--- src/rtl/ten_eth_port_lookup_if.sv ---
// Request/result bundle between the ten_eth rx ports and the port lookup block.
// Port p owns slice [48p+47:48p] of i_check_mac, [4p+3:4p] of i_check_id and bit p of the strobes.
interface ten_eth_port_lookup_if #(
  parameter int P_PORT_NUM = 2
);
  logic [48*P_PORT_NUM-1:0] i_check_mac;
  logic [4*P_PORT_NUM-1:0]  i_check_id;
  logic [P_PORT_NUM-1:0]    i_check_valid;
  logic [2:0]               i_cur_connect_tor;
  logic [2:0]               o_outport;
  logic [3:0]               o_check_id;
  logic [1:0]               o_seek_flag;
  logic [P_PORT_NUM-1:0]    o_result_valid;

  modport master (
    output i_check_mac, i_check_id, i_check_valid, i_cur_connect_tor,
    input  o_outport, o_check_id, o_seek_flag, o_result_valid
  );

  modport slave (
    input  i_check_mac, i_check_id, i_check_valid, i_cur_connect_tor,
    output o_outport, o_check_id, o_seek_flag, o_result_valid
  );
endinterface

--- src/rtl/ten_eth_port_lookup.sv ---
// Outport lookup for the ten_eth rx ports: 2-deep request FIFO per port, round-robin arbiter,
// registered MAC decode. Define LOOKUP_STATS_EN to build the o_stat_* counters (else tied to 0).
module ten_eth_port_lookup #(
  parameter int          P_PORT_NUM    = 2,
  parameter logic [31:0] P_MAC_HEAD    = 32'h8DBC5C4A,
  parameter logic [2:0]  P_MY_TOR_ID   = 3'd0,
  parameter int          P_LOCAL_PORTS = 2,
  parameter logic [2:0]  P_UPLINK_PORT = 3'd7
) (
  input  logic                  i_clk,
  input  logic                  i_rst,
  ten_eth_port_lookup_if.slave  bus,
  output logic [15:0]           o_stat_overflow,
  output logic [15:0]           o_stat_local,
  output logic [15:0]           o_stat_uplink,
  output logic [15:0]           o_stat_buffer,
  output logic [15:0]           o_stat_drop
);
  localparam int PW = (P_PORT_NUM > 1) ? $clog2(P_PORT_NUM) : 1;

  logic [47:0]           r_fifo_mac [P_PORT_NUM][2];
  logic [3:0]            r_fifo_id  [P_PORT_NUM][2];
  logic [1:0]            r_count    [P_PORT_NUM];
  logic [P_PORT_NUM-1:0] r_rd_sel;
  logic [P_PORT_NUM-1:0] r_wr_sel;
  logic [PW-1:0]         r_ptr;
  logic                  r_s1_valid;
  logic [47:0]           r_s1_mac;
  logic [3:0]            r_s1_id;
  logic [PW-1:0]         r_s1_port;

  logic [P_PORT_NUM-1:0] w_nonempty;
  logic [P_PORT_NUM-1:0] w_pop;
  logic [P_PORT_NUM-1:0] w_push;
  logic                  w_grant_valid;
  logic [PW-1:0]         w_grant_idx;
  logic [47:0]           w_head_mac;
  logic [3:0]            w_head_id;
  logic [7:0]            w_tor;
  logic [7:0]            w_prt;
  logic [2:0]            w_outport;
  logic [1:0]            w_flag;

  always_comb begin
    for (int p = 0; p < P_PORT_NUM; p++)
      w_nonempty[p] = (r_count[p] != 2'd0);
  end

  // Lowest non-empty index at or above r_ptr wins; otherwise lowest non-empty below it.
  always_comb begin
    w_grant_valid = 1'b0;
    w_grant_idx   = '0;
    for (int j = P_PORT_NUM - 1; j >= 0; j--) begin
      if (w_nonempty[j] && (j < int'(r_ptr))) begin
        w_grant_valid = 1'b1;
        w_grant_idx   = PW'(j);
      end
    end
    for (int j = P_PORT_NUM - 1; j >= 0; j--) begin
      if (w_nonempty[j] && (j >= int'(r_ptr))) begin
        w_grant_valid = 1'b1;
        w_grant_idx   = PW'(j);
      end
    end
  end

  // A full FIFO still accepts a write when its head leaves on the same edge.
  always_comb begin
    for (int p = 0; p < P_PORT_NUM; p++) begin
      w_pop[p]  = w_grant_valid && (w_grant_idx == PW'(p));
      w_push[p] = bus.i_check_valid[p] && ((r_count[p] != 2'd2) || w_pop[p]);
    end
  end

  always_comb begin
    w_head_mac = '0;
    w_head_id  = '0;
    for (int p = 0; p < P_PORT_NUM; p++) begin
      if (w_pop[p]) begin
        w_head_mac = r_fifo_mac[p][r_rd_sel[p]];
        w_head_id  = r_fifo_id[p][r_rd_sel[p]];
      end
    end
  end

  always_ff @(posedge i_clk) begin
    for (int p = 0; p < P_PORT_NUM; p++) begin
      if (w_push[p]) begin
        r_fifo_mac[p][r_wr_sel[p]] <= bus.i_check_mac[48*p +: 48];
        r_fifo_id[p][r_wr_sel[p]]  <= bus.i_check_id[4*p +: 4];
      end
    end
  end

  always_ff @(posedge i_clk or posedge i_rst) begin
    if (i_rst) begin
      for (int p = 0; p < P_PORT_NUM; p++)
        r_count[p] <= 2'd0;
      r_rd_sel <= '0;
      r_wr_sel <= '0;
    end else begin
      for (int p = 0; p < P_PORT_NUM; p++)
        r_count[p] <= r_count[p] + {1'b0, w_push[p]} - {1'b0, w_pop[p]};
      r_wr_sel <= r_wr_sel ^ w_push;
      r_rd_sel <= r_rd_sel ^ w_pop;
    end
  end

  always_ff @(posedge i_clk or posedge i_rst) begin
    if (i_rst) begin
      r_ptr      <= '0;
      r_s1_valid <= 1'b0;
      r_s1_mac   <= '0;
      r_s1_id    <= '0;
      r_s1_port  <= '0;
    end else begin
      r_s1_valid <= w_grant_valid;
      if (w_grant_valid) begin
        r_s1_mac  <= w_head_mac;
        r_s1_id   <= w_head_id;
        r_s1_port <= w_grant_idx;
        r_ptr     <= (int'(w_grant_idx) == P_PORT_NUM - 1) ? '0 : w_grant_idx + 1'b1;
      end
    end
  end

  assign w_tor = r_s1_mac[15:8];
  assign w_prt = r_s1_mac[7:0];

  // Local ToR takes priority over the uplink match; unknown head or bad ToR drops.
  always_comb begin
    w_flag    = 2'b11;
    w_outport = 3'd0;
    if ((r_s1_mac[47:16] == P_MAC_HEAD) && (w_tor < 8'd8)) begin
      if (w_tor[2:0] == P_MY_TOR_ID) begin
        if ((w_prt >= 8'd1) && (int'(w_prt) <= P_LOCAL_PORTS)) begin
          w_flag    = 2'b00;
          w_outport = 3'(w_prt - 8'd1);
        end
      end else if (w_tor[2:0] == bus.i_cur_connect_tor) begin
        w_flag    = 2'b01;
        w_outport = P_UPLINK_PORT;
      end else begin
        w_flag    = 2'b10;
        w_outport = w_tor[2:0];
      end
    end
  end

  always_ff @(posedge i_clk or posedge i_rst) begin
    if (i_rst) begin
      bus.o_outport      <= '0;
      bus.o_check_id     <= '0;
      bus.o_seek_flag    <= '0;
      bus.o_result_valid <= '0;
    end else begin
      for (int p = 0; p < P_PORT_NUM; p++)
        bus.o_result_valid[p] <= r_s1_valid && (r_s1_port == PW'(p));
      if (r_s1_valid) begin
        bus.o_outport   <= w_outport;
        bus.o_check_id  <= r_s1_id;
        bus.o_seek_flag <= w_flag;
      end
    end
  end

`ifdef LOOKUP_STATS_EN
  logic [15:0]           r_stat_overflow;
  logic [15:0]           r_stat_local;
  logic [15:0]           r_stat_uplink;
  logic [15:0]           r_stat_buffer;
  logic [15:0]           r_stat_drop;
  logic [P_PORT_NUM-1:0] w_drop;
  logic [16:0]           w_ovf_sum;

  function automatic logic [15:0] f_sat_inc(input logic [15:0] a);
    return (a == 16'hFFFF) ? a : a + 16'd1;
  endfunction

  // Several ports can lose a write on the same edge, so overflow adds the whole count.
  always_comb begin
    w_drop    = bus.i_check_valid & ~w_push;
    w_ovf_sum = {1'b0, r_stat_overflow} + 17'($countones(w_drop));
  end

  always_ff @(posedge i_clk or posedge i_rst) begin
    if (i_rst) begin
      r_stat_overflow <= '0;
      r_stat_local    <= '0;
      r_stat_uplink   <= '0;
      r_stat_buffer   <= '0;
      r_stat_drop     <= '0;
    end else begin
      r_stat_overflow <= w_ovf_sum[16] ? 16'hFFFF : w_ovf_sum[15:0];
      if (r_s1_valid) begin
        unique case (w_flag)
          2'b00:   r_stat_local  <= f_sat_inc(r_stat_local);
          2'b01:   r_stat_uplink <= f_sat_inc(r_stat_uplink);
          2'b10:   r_stat_buffer <= f_sat_inc(r_stat_buffer);
          default: r_stat_drop   <= f_sat_inc(r_stat_drop);
        endcase
      end
    end
  end

  assign o_stat_overflow = r_stat_overflow;
  assign o_stat_local    = r_stat_local;
  assign o_stat_uplink   = r_stat_uplink;
  assign o_stat_buffer   = r_stat_buffer;
  assign o_stat_drop     = r_stat_drop;
`else
  assign o_stat_overflow = 16'd0;
  assign o_stat_local    = 16'd0;
  assign o_stat_uplink   = 16'd0;
  assign o_stat_buffer   = 16'd0;
  assign o_stat_drop     = 16'd0;
`endif
endmodule

--- src/flat_wrapper.sv ---
// flat-port wrapper written by rule: the top's interface ports become plain ports
module ten_eth_port_lookup_flat 
#(
  parameter int          P_PORT_NUM    = 2,
  parameter logic [31:0] P_MAC_HEAD    = 32'h8DBC5C4A,
  parameter logic [2:0]  P_MY_TOR_ID   = 3'd0,
  parameter int          P_LOCAL_PORTS = 2,
  parameter logic [2:0]  P_UPLINK_PORT = 3'd7
)
  (i_clk, i_rst, o_stat_overflow, o_stat_local, o_stat_uplink, o_stat_buffer, o_stat_drop, bus_i_check_mac, bus_i_check_id, bus_i_check_valid, bus_i_cur_connect_tor, bus_o_outport, bus_o_check_id, bus_o_seek_flag, bus_o_result_valid);
  ten_eth_port_lookup_if #(.P_PORT_NUM(P_PORT_NUM)) bus_i ();
  input  logic i_clk;
  input  logic i_rst;
  output logic [15:0] o_stat_overflow;
  output logic [15:0] o_stat_local;
  output logic [15:0] o_stat_uplink;
  output logic [15:0] o_stat_buffer;
  output logic [15:0] o_stat_drop;
  input wire logic [$bits(bus_i.i_check_mac)-1:0] bus_i_check_mac;
  input wire logic [$bits(bus_i.i_check_id)-1:0] bus_i_check_id;
  input wire logic [$bits(bus_i.i_check_valid)-1:0] bus_i_check_valid;
  input wire logic [$bits(bus_i.i_cur_connect_tor)-1:0] bus_i_cur_connect_tor;
  output wire logic [$bits(bus_i.o_outport)-1:0] bus_o_outport;
  output wire logic [$bits(bus_i.o_check_id)-1:0] bus_o_check_id;
  output wire logic [$bits(bus_i.o_seek_flag)-1:0] bus_o_seek_flag;
  output wire logic [$bits(bus_i.o_result_valid)-1:0] bus_o_result_valid;
  assign bus_i.i_check_mac = bus_i_check_mac;
  assign bus_i.i_check_id = bus_i_check_id;
  assign bus_i.i_check_valid = bus_i_check_valid;
  assign bus_i.i_cur_connect_tor = bus_i_cur_connect_tor;
  assign bus_o_outport = bus_i.o_outport;
  assign bus_o_check_id = bus_i.o_check_id;
  assign bus_o_seek_flag = bus_i.o_seek_flag;
  assign bus_o_result_valid = bus_i.o_result_valid;
  ten_eth_port_lookup #(.P_PORT_NUM(P_PORT_NUM), .P_MAC_HEAD(P_MAC_HEAD), .P_MY_TOR_ID(P_MY_TOR_ID), .P_LOCAL_PORTS(P_LOCAL_PORTS), .P_UPLINK_PORT(P_UPLINK_PORT)) u_core (.i_clk(i_clk), .i_rst(i_rst), .bus(bus_i), .o_stat_overflow(o_stat_overflow), .o_stat_local(o_stat_local), .o_stat_uplink(o_stat_uplink), .o_stat_buffer(o_stat_buffer), .o_stat_drop(o_stat_drop));
endmodule
--- config.mk ---
export PLATFORM = sky130hd
export DESIGN_NAME = ten_eth_port_lookup_flat
export DESIGN_NICKNAME = d
export VERILOG_FILES = /design/src/rtl/ten_eth_port_lookup_if.sv /design/src/rtl/ten_eth_port_lookup.sv /design/src/flat_wrapper.sv
export SDC_FILE = /design/constraint.sdc
export NUM_CORES = 1
export LEC_CHECK = 0
export ABC_AREA = 1
export CORE_MARGIN = 2
export CORE_UTILIZATION = 43
export DETAILED_ROUTE_END_ITERATION = 12
export HOLD_SLACK_MARGIN = 0.12
export PLACE_DENSITY = 0.7
export SYNTH_ARGS = -nofsm -noshare
export SYNTH_HDL_FRONTEND = slang
export SYNTH_SLANG_ARGS = --single-unit
--- constraint.sdc ---
create_clock -name i_clk -period 2.7 [get_ports i_clk]
set_input_delay 0.54 -clock i_clk [delete_from_list [all_inputs] [get_ports i_clk]]
set_output_delay 0.54 -clock i_clk [all_outputs]
set_load 0.02 [all_outputs]
==> results.tsv, run 1 <==
stage	metric	value	unit
routing	WL met1	10100	microns
sta	RSZ-0062 raised after global routing	false	
synthesis	library cells used by synthesis	30	
sta	final cycle utilization of the critical path	80.6	%
layout	nets@finish	1086	
sta	final hold vios	0	
global_route	largest net degree at the start of global routing	54	
critical_path	crit path DAT	2.41	ns
cts	post-CTS sizing	0	
cts	Clock Sinks	282	
synthesis	ys flop type	edfxtp_1	
sta	Slew headroom	53.2	%
synthesis	Synth area leader	edfxtp_1	
synthesis	Synth Register Bits	282	
routing	Met3 Wirelength	1330	microns
place	worst slack, placed	0.308	ns
pwr	clock share of power	26.4	%
critical_path	Crit-path slowest cell	ha_2	
pwr	maximum vdd drop	0.778	mV
pwr	P_leak	5.39	nW
sta	Worst Clk Skew	0.0127	ns
routing	DRC	0	
routing	WL final	24100	microns
routing	drt pass-1 iters	7	
critical_path	Worst R2R Path Depth	5	
pwr	cell internal pwr	10.6	mW
routing	Post-DRT Antenna Nets	0	
routing	top layer in use	met4	
die	floorplan row count	60	
global_route	vias in the first global route	6783	
sta	hold_ws	0.302	ns
layout	share of cells above drive strength 1	14.3	%
sta	worst setup margin	0.523	ns
cts	post-CTS setup buffer count	0	
sta	Setup Viol. Count Final	0	
die	die span in x	168	microns
pwr	combinational share of power	31.1	%
synthesis	EDFF count, synth	208	
cts	CTS tree	built	
layout	Synth-to-Final Area Change	20.9	%
synthesis	synthesized area per cell	14.1	sq um
cts	worst skew pair latency	0.54	ns
worst_hold_path	Hold WC Path Type	in2async	
synthesis	ys async rst share	26.2	%
global_route	first-pass GRT wire length	37600	microns
cts	Longest Clk Path Bufs	3	
die	Die Footprint	28300	sq um
outcome	outcome	finished, final reports clean	
cts	CTS Buf Count	29	
critical_path	startpoint types	register	
critical_path	crit path from	u_core.r_count[3]	
synthesis	mapped cell area	11600	sq um
synthesis	post-synth top area share	53.8	%
routing	DR iter-0 viols	384	
synthesis	post-synthesis sequential area ratio	69.7	%
pwr	Power Dens Cells	1120	nW/um^2
global_route	initial antenna violation count	2	
cts	CTS root buffer	clkbuf_16	
routing	vias per inst	4.98	
sta	Max Slew Vio Count	0	
critical_path	CP Class	reg2reg	
die	total core area	26700	sq um
pwr	switching part of the total	32.9	%
place	Final HPWL DP	16500	microns
die	I/O pin total	202	
flow_run	Max-Cap Viols	0	
synthesis	Yosys warning count	0	
sta	fmax	0.459	GHz
synthesis	Mapped Cells	824	
cts	H-Tree Depth	1	
global_route	GRT overflow	0	
cts	clock transition at the registers of the reported paths	0.06	ns
routing	DR vias	6622	
pwr	Total Power	15.8	mW
die	chip height	168	microns
critical_path	CP endpoint kind	register	
critical_path	crit-path max FO	27	
place	DP Cell Count	1274	
pwr	Reg power frac	42.5	%
die	starting density of the core	43.5	%
critical_path	WP data required	2.93	ns
place	Final GP Congestion	0.752	
layout	Final Non-Filler Cells	1329	
critical_path	Critical Path Most Common Cell	nor2_4	
critical_path	critical path's largest stage delay	0.44	ns
place	port bufs	121	
sta	Period minus WS final	2.18	ns
cts	# hold bufs at CTS	0	
global_route	total global-route track usage	17.1	%
critical_path	CP cell instances	nor2_4 -> nor2_4 -> a31oi_1 -> ha_2 -> buf_12	
synthesis	most common cell in the netlist	edfxtp_1	
pwr	Psw	5.19	mW
critical_path	reg-to-reg startpoint	u_core.r_count[3]	
synthesis	synth top area cells	edfxtp_1 54%, dfrtp_1 16%, buf_4 5.2%	
routing	WL per Instance	18.1	microns
synthesis	commonest cells in the netlist	208 x edfxtp_1, 81 x buf_4, 74 x dfrtp_1	
routing	routed wl met2	12100	microns
sta	Slew @ Worst Pin	0.702	ns
-- cells in the final DEF (no fill, tap or decap), drive strengths merged --
cell | synthesis | routed
a21oi | 1 | 1
a31oi | 1 | 1
buf | 99 | 24
bufinv | 0 | 3
clkbuf | 16 | 39
clkdlybuf4s50 | 0 | 121
clkinv | 0 | 10
clkinvlp | 0 | 1
conb | 1 | 80
dfrtp | 74 | 74
diode | 0 | 2
edfxtp | 208 | 208
ha | 11 | 11
inv | 51 | 51
mux2i | 52 | 52
nand2 | 59 | 59
nand3 | 40 | 40
nand3b | 1 | 1
nand4 | 4 | 4
nor2 | 36 | 36
nor3 | 1 | 1
o211ai | 28 | 28
o21ai | 26 | 26
o221ai | 52 | 52
or2 | 54 | 54
xnor2 | 8 | 8
xor2 | 1 | 1
-- path summary, 6_finish.rpt --
kind	to	slack (ns)
max	u_core.r_fifo_mac[0][110]	0.52
min	u_core.r_s1_mac[23]	0.30
max reg2reg	u_core.r_fifo_mac[0][110]	0.52
min reg2reg	u_core.bus.o_result_valid[0]	0.47
max in group asynchronous	u_core.r_rd_sel[0]	1.86
min in group i_clk	u_core.bus.o_result_valid[0]	0.47
-- metrics by stage --
stage	TNS (ns)	cell area, sq um	utilization [%]
2_1_floorplan	-11.89	11900	-
3_3_place_gp	0	13000	48.7
3_5_place_dp	0	13000	48.7
4_1_cts	0	14000	52.5
5_1_grt	0	14000	52.5
6_report	0	14000	52.6
-- registers in the layout, summed over array words and instances (netlist names), 2 cells and up --
name / cells
u_core.r_fifo_id: 16
u_core.bus.o_check_id: 4
u_core.r_s1_mac: 48
u_core.r_s1_id: 4
u_core.bus.o_seek_flag: 2
u_core.bus.o_result_valid: 2
u_core.bus.o_outport: 3
u_core.r_wr_sel: 2
u_core.r_count: 4
u_core.r_fifo_mac: 192
u_core.r_rd_sel: 2
-- power by group through the flow --
stage               Sequential (mW)  Combinational, mW  Clock [mW]
floorplan                      6.64               3.61           0
global placement               6.72               4.81           0
detailed placement             6.77               4.97           0
CTS                            6.70               4.98        4.23
global route                   6.83               5.46        4.39
finish                         6.70               4.91        4.15
-- worst max-delay path: cells and delay by family, from the launching register on --
kind | cells | cell delay (ns)
AO/OA/AOI/OAI | 1 | 0.32
adder cells (fa/ha/maj) | 1 | 0.44
buffers and inverters | 1 | 0.23
flip-flops | 1 | 0.43
AND/OR/NAND/NOR | 2 | 0.42
-- cells by family after synthesis --
logic type / share of synthesized area [%]
fa+ha+maj: 1.18
other cells: 0.0323
compound gates: 6.95
xor+xnor: 0.679
simple gates: 8.49
buf+inv: 8.48
flops: 69.7
mux: 4.48
-- metal layers --
layer | vias to the layer above | track usage [%]
met5 | - | 0
met4 | 0 | 5.17
met3 | 41 | 2.56
met2 | 271 | 30.2
met1 | 3203 | 21.9
li1 | 3107 | -
-- cell type report --
type                            instances  area (sq um)
Clock buffer                           39           877
Timing Repair Buffer                  145          1450
Sequential cell                       282          8100
Tap cell                              341           427
Antenna cell                            2          5.00
Multi-Input combinational cell        455          2840
Fill cell                            2199         12700
Inverter                               51           195
Clock inverter                         14           145
No activity file was read; power rests on OpenSTA's default activity.
==> run 2: changes to the inputs <==
clock period = 1.8 ns   (was 2.7 ns; I/O delays follow)
==> results.tsv, run 2 (synthesized netlist as in run 1, its figures left out) <==
stage	metric	value	unit
flow_run	Max-Cap Viols	0	
critical_path	Critical Path Most Common Cell	nor2_4	
global_route	vias in the first global route	6836	
layout	max reg flops	192	
die	I/O pin total	202	
place	port bufs	121	
layout	Antenna diodes	0	
outcome	outcome	finished, final reports clean	
worst_hold_path	Hold WC Path Type	in2async	
global_route	initial antenna violation count	0	
sta	final cycle utilization of the critical path	94.0	%
layout	final core utilization	53.4	%
routing	DRC	0	
die	total core area	26700	sq um
critical_path	Crit path buffers/inverters	2	
pwr	Power Dens Cells	1670	nW/um^2
critical_path	Crit-path slowest cell	dfrtp_1	
critical_path	CP Class	reg2reg	
place	Final HPWL DP	17000	microns
critical_path	crit path DAT	1.92	ns
cts	Longest Clk Path Bufs	3	
global_route	first-pass GRT wire length	37600	microns
routing	DR vias	6814	
pwr	maximum vdd drop	0.846	mV
layout	commonest non-fill, non-tap cell in the layout	edfxtp_1	
sta	Period minus WS final	1.69	ns
global_route	GRT overflow	0	
critical_path	CP cell instances	nor2_4 -> nor2_4 -> nor2_8 -> nand3_1 -> nand2_1 -> inv_2 -> ha_4 -> buf_12	
critical_path	R2R setup slack	0.11	ns
cts	post-CTS setup buffer count	0	
cts	worst skew pair latency	0.53	ns
sta	Worst Clk Skew	0.0126	ns
pwr	P_leak	5.48	nW
layout	commonest cells after routing, fill and taps aside	208 x edfxtp_1, 110 x clkdlybuf4s50_1, 80 x conb_1, 72 x dfrtp_1, 57 x nand2_1	
routing	Post-DRT Antenna Nets	0	
critical_path	startpoint types	register	
cts	CTS tree	built	
routing	WL final	24300	microns
routing	drt pass-1 iters	5	
sta	RSZ-0062 raised after global routing	false	
die	floorplan row count	60	
global_route	largest net degree at the start of global routing	39	
routing	vias per inst	5.09	
critical_path	CP delay by family, top	simple AND/OR/NAND/NOR gates	
place	Final GP Congestion	0.762	
global_route	total global-route track usage	17.2	%
critical_path	crit path from	u_core.r_count[3]	
critical_path	Worst Setup EP	u_core.r_fifo_mac[0][26]	
cts	clock transition at the registers of the reported paths	0.06	ns
cts	Clock Sinks	282	
critical_path	reg2reg end	u_core.r_fifo_mac[0][26]	
pwr	Total Power	23.8	mW
critical_path	reg-to-reg startpoint	u_core.r_count[3]	
layout	share of cells above drive strength 1	15.0	%
die	chip height	168	microns
die	starting density of the core	43.5	%
die	die span in x	168	microns
cts	CTS Buf Count	28	
critical_path	crit-path max FO	16	
sta	final hold vios	0	
routing	DR iter-0 viols	401	
routing	WL per Instance	18.2	microns
critical_path	Worst R2R Path Depth	8	
cts	CTS root buffer	clkbuf_16	
sta	Max Slew Vio Count	0	
critical_path	number of cells on the critical path	8	
layout	nets@finish	1097	
die	Die Footprint	28300	sq um
layout	Synth-to-Final Area Change	22.8	%
critical_path	CP endpoint kind	register	
sta	Setup Viol. Count Final	0	
critical_path	WP data required	2.03	ns
cts	H-Tree Depth	1	
sta	fmax	0.591	GHz
critical_path	critical path's largest stage delay	0.42	ns
-- run 2: changes by cell type in the layout (fill, tap and decap cells not counted), moves of 4 or more --
cell             previous run  this run
clkdlybuf4s50_1           121       110
ha_4                        0         4
buf_12                      5        17
clkbuf_1                    2         6
ha_2                        4         0
dlygate4sd2_1               0        11
-- run 2: worst min-delay path by stage --
stage	from	to	slack, ns	cells after the start
final	i_rst	u_core.r_s1_mac[20]	0.21	2
after detailed placement	u_core.r_s1_port	u_core.bus.o_result_valid[0]	0.46	1
after global placement	u_core.r_s1_port	u_core.bus.o_result_valid[0]	0.46	1
after global routing	i_rst	u_core.r_s1_mac[20]	0.24	2
after floorplan	u_core.r_s1_port	u_core.bus.o_result_valid[0]	0.43	1
after CTS	i_rst	u_core.r_s1_mac[20]	0.21	2
-- run 2: final cells by class --
type / instances / area [sq um]
clock buffer: 39 / 815
inverter: 51 / 198
fill: 2157 / 12500
clock inverter: 13 / 139
timing repair buffer: 157 / 1680
sequential: 282 / 8100
tap: 341 / 427
multi-input combinational: 455 / 2900
-- run 2: timing repair --
item / CTS / global route
hold buffers: 0 / 0
setup endpoints to repair: 11 / 0
gates resized for setup: 11 / 0
-- run 2: routing by layer --
| layer | up-vias | global-route usage (%) | wire length [microns] |
|---|---|---|---|
| met5 | - | 0 | 0 |
| met4 | 0 | 5.47 | 668 |
| met3 | 43 | 2.73 | 1370 |
| met2 | 266 | 30.0 | 12100 |
| met1 | 3368 | 22.1 | 10200 |
| li1 | 3137 | - | - |
-- run 2: power by group --
group	internal, mW	switching (mW)	leakage [nW]
registers	9.20	0.823	2.81
clock network	3.58	2.30	0.469
logic	3.20	4.72	2.20
-- run 2: through the flow --
step	setup TNS, ns	cells	worst slack (ns)	cell area (sq um)	hold slack [ns]
after floorplan	-22.73	903	-0.205	12000	0.426
after global placement	-10.74	1286	-0.122	13300	0.457
after detailed placement	-12.47	1286	-0.136	13300	0.462
after CTS	0	1338	0.0818	14300	0.209
after global routing	0	1338	0.00235	14300	0.238
final	0	1338	0.108	14300	0.210
==> run 3: changes to the inputs <==
CORE_ASPECT_RATIO = 0.9   (was not set)
CTS_CLUSTER_DIAMETER = 200   (was not set)
MAX_ROUTING_LAYER = met4   (was not set)
==> results.tsv, run 3 (synthesized netlist as in run 1, its figures left out) <==
stage	metric	value	unit
pwr	maximum vdd drop	1.13	mV
global_route	vias in the first global route	6712	
place	dpl cell area	13300	sq um
cts	# hold bufs at CTS	0	
die	total core area	26700	sq um
layout	final non-filler cell area	14200	sq um
layout	commonest non-fill, non-tap cell in the layout	edfxtp_1	
worst_hold_path	Hold WC Path Type	in2async	
die	starting density of the core	43.4	%
cts	CTS tree	built	
global_route	largest net degree at the start of global routing	75	
cts	clock transition at the registers of the reported paths	0.06	ns
die	die span in x	177	microns
layout	nets@finish	1098	
sta	RSZ-0062 raised after global routing	true	
place	DP Cell Count	1296	
critical_path	Worst R2R Path Depth	7	
layout	area of the multi-input gates	2900	sq um
cts	H-Tree Depth	1	
routing	drt pass-1 iters	5	
die	chip height	160	microns
layout	Antenna diodes	0	
routing	DR iter-0 viols	340	
outcome	outcome	finished, final reports clean	
critical_path	CP Class	reg2reg	
critical_path	CP endpoint kind	register	
critical_path	WP data required	2.03	ns
critical_path	crit-path max FO	21	
routing	WL final	24400	microns
critical_path	R2R setup slack	0.08	ns
routing	DR vias	6744	
die	I/O pin total	202	
routing	vias per inst	4.99	
flow_run	Max-Cap Viols	0	
place	Final HPWL DP	16400	microns
global_route	initial antenna violation count	0	
routing	Post-DRT Antenna Nets	0	
critical_path	critical path's largest stage delay	0.45	ns
critical_path	reg2reg end	u_core.r_fifo_mac[0][89]	
critical_path	reg-to-reg startpoint	u_core.r_count[1]	
cts	CTS root buffer	clkbuf_16	
critical_path	startpoint types	register	
layout	commonest cells after routing, fill and taps aside	208 x edfxtp_1, 110 x clkdlybuf4s50_1, 80 x conb_1, 70 x dfrtp_1, 57 x nand2_1	
place	port bufs	121	
sta	Period minus WS final	1.72	ns
cts	worst skew pair latency	0.54	ns
place	worst slack, placed	-0.117	ns
sta	Setup Viol. Count Final	0	
global_route	GRT overflow	0	
sta	Max Slew Vio Count	0	
global_route	total global-route track usage	17.6	%
die	floorplan row count	57	
layout	Reg area	8110	sq um
layout	final core utilization	53.2	%
global_route	first-pass GRT wire length	37100	microns
cts	Clock Sinks	282	
sta	final cycle utilization of the critical path	95.6	%
pwr	P_leak	5.46	nW
pwr	Power Dens Cells	1670	nW/um^2
layout	max reg flops	192	
sta	final hold vios	0	
die	Die Footprint	28300	sq um
sta	fmax	0.581	GHz
sta	worst setup margin	0.0792	ns
pwr	Total Power	23.8	mW
cts	Longest Clk Path Bufs	3	
critical_path	crit path DAT	1.95	ns
critical_path	Crit-path slowest cell	dfrtp_2	
routing	WL per Instance	18.1	microns
cts	CTS Buf Count	29	
layout	Fillers	2199	
sta	Worst Clk Skew	0.0169	ns
layout	Final Non-Filler Cells	1352	
place	Final GP Congestion	0.785	
layout	Synth-to-Final Area Change	22.6	%
routing	DRC	0	
critical_path	CP cell instances	nor2_4 -> nor2_8 -> nand3_1 -> nand2_1 -> inv_2 -> ha_4 -> buf_12	
layout	share of cells above drive strength 1	15.4	%
run 3: final cells by class:
cell class,instances,area share (%)
clock inverters,17,1.18
flip-flops and latches,282,56.9
multi-input cells,455,20.4
well taps,354,3.11
repair buffers,157,11.6
inverters,51,1.39
clock buffers,36,5.42
run 3: per-stage QoR:
step	hold WS, ns	TNS, ns
after floorplan	0.426	-22.73
after global routing	0.356	0
after detailed placement	0.451	-10.77
after global placement	0.455	-9.36
after CTS	0.315	0
final	0.292	0
run 3: how the worst max path moves through the flow:
stage | from | endpoint | slack, ns
6_report | u_core.r_count[1] | u_core.r_fifo_mac[0][89] | 0.08
5_1_grt | u_core.r_count[1] | u_core.r_fifo_mac[0][62] | 0.01
4_1_cts | u_core.r_count[1] | u_core.r_fifo_mac[0][89] | 0.003
3_5_place_dp | bus_i_check_valid[1] | u_core.r_fifo_mac[0][118] | -0.12
3_3_place_gp | bus_i_check_valid[1] | u_core.r_fifo_mac[0][166] | -0.10
2_1_floorplan | u_core.r_count[1] | u_core.r_fifo_id[0][0] | -0.20
run 3: metal layers:
metal | up-vias | track usage, % | wire length, microns
met5 | - | - | 0
met4 | 0 | 5.63 | 754
met3 | 55 | 2.24 | 1340
met2 | 277 | 28.8 | 11800
met1 | 3282 | 22.9 | 10500
li1 | 3130 | - | -
run 3: where the power goes:
part / total [mW] / internal, mW / switching (mW)
Sequential: 9.97 / 9.21 / 0.758
Clock: 5.85 / 3.47 / 2.39
Combinational: 8.00 / 3.22 / 4.78
Total: 23.8 / 15.9 / 7.92
run 3: what timing repair did:
item                                    in CTS  in global routing
resized for setup                           11                  3
pin swaps                                    0                  3
cloned                                       0                  0
setup buffers                                0                  3
endpoints found under the setup margin      11                110
run 3: critical path: cells and delay by family, from the launching register on:
family,cells,cell delay (ns)
adders and majority gates,1,0.20
and+or+nand+nor,4,0.43
DFF,1,0.45
buffers and inverters,2,0.29
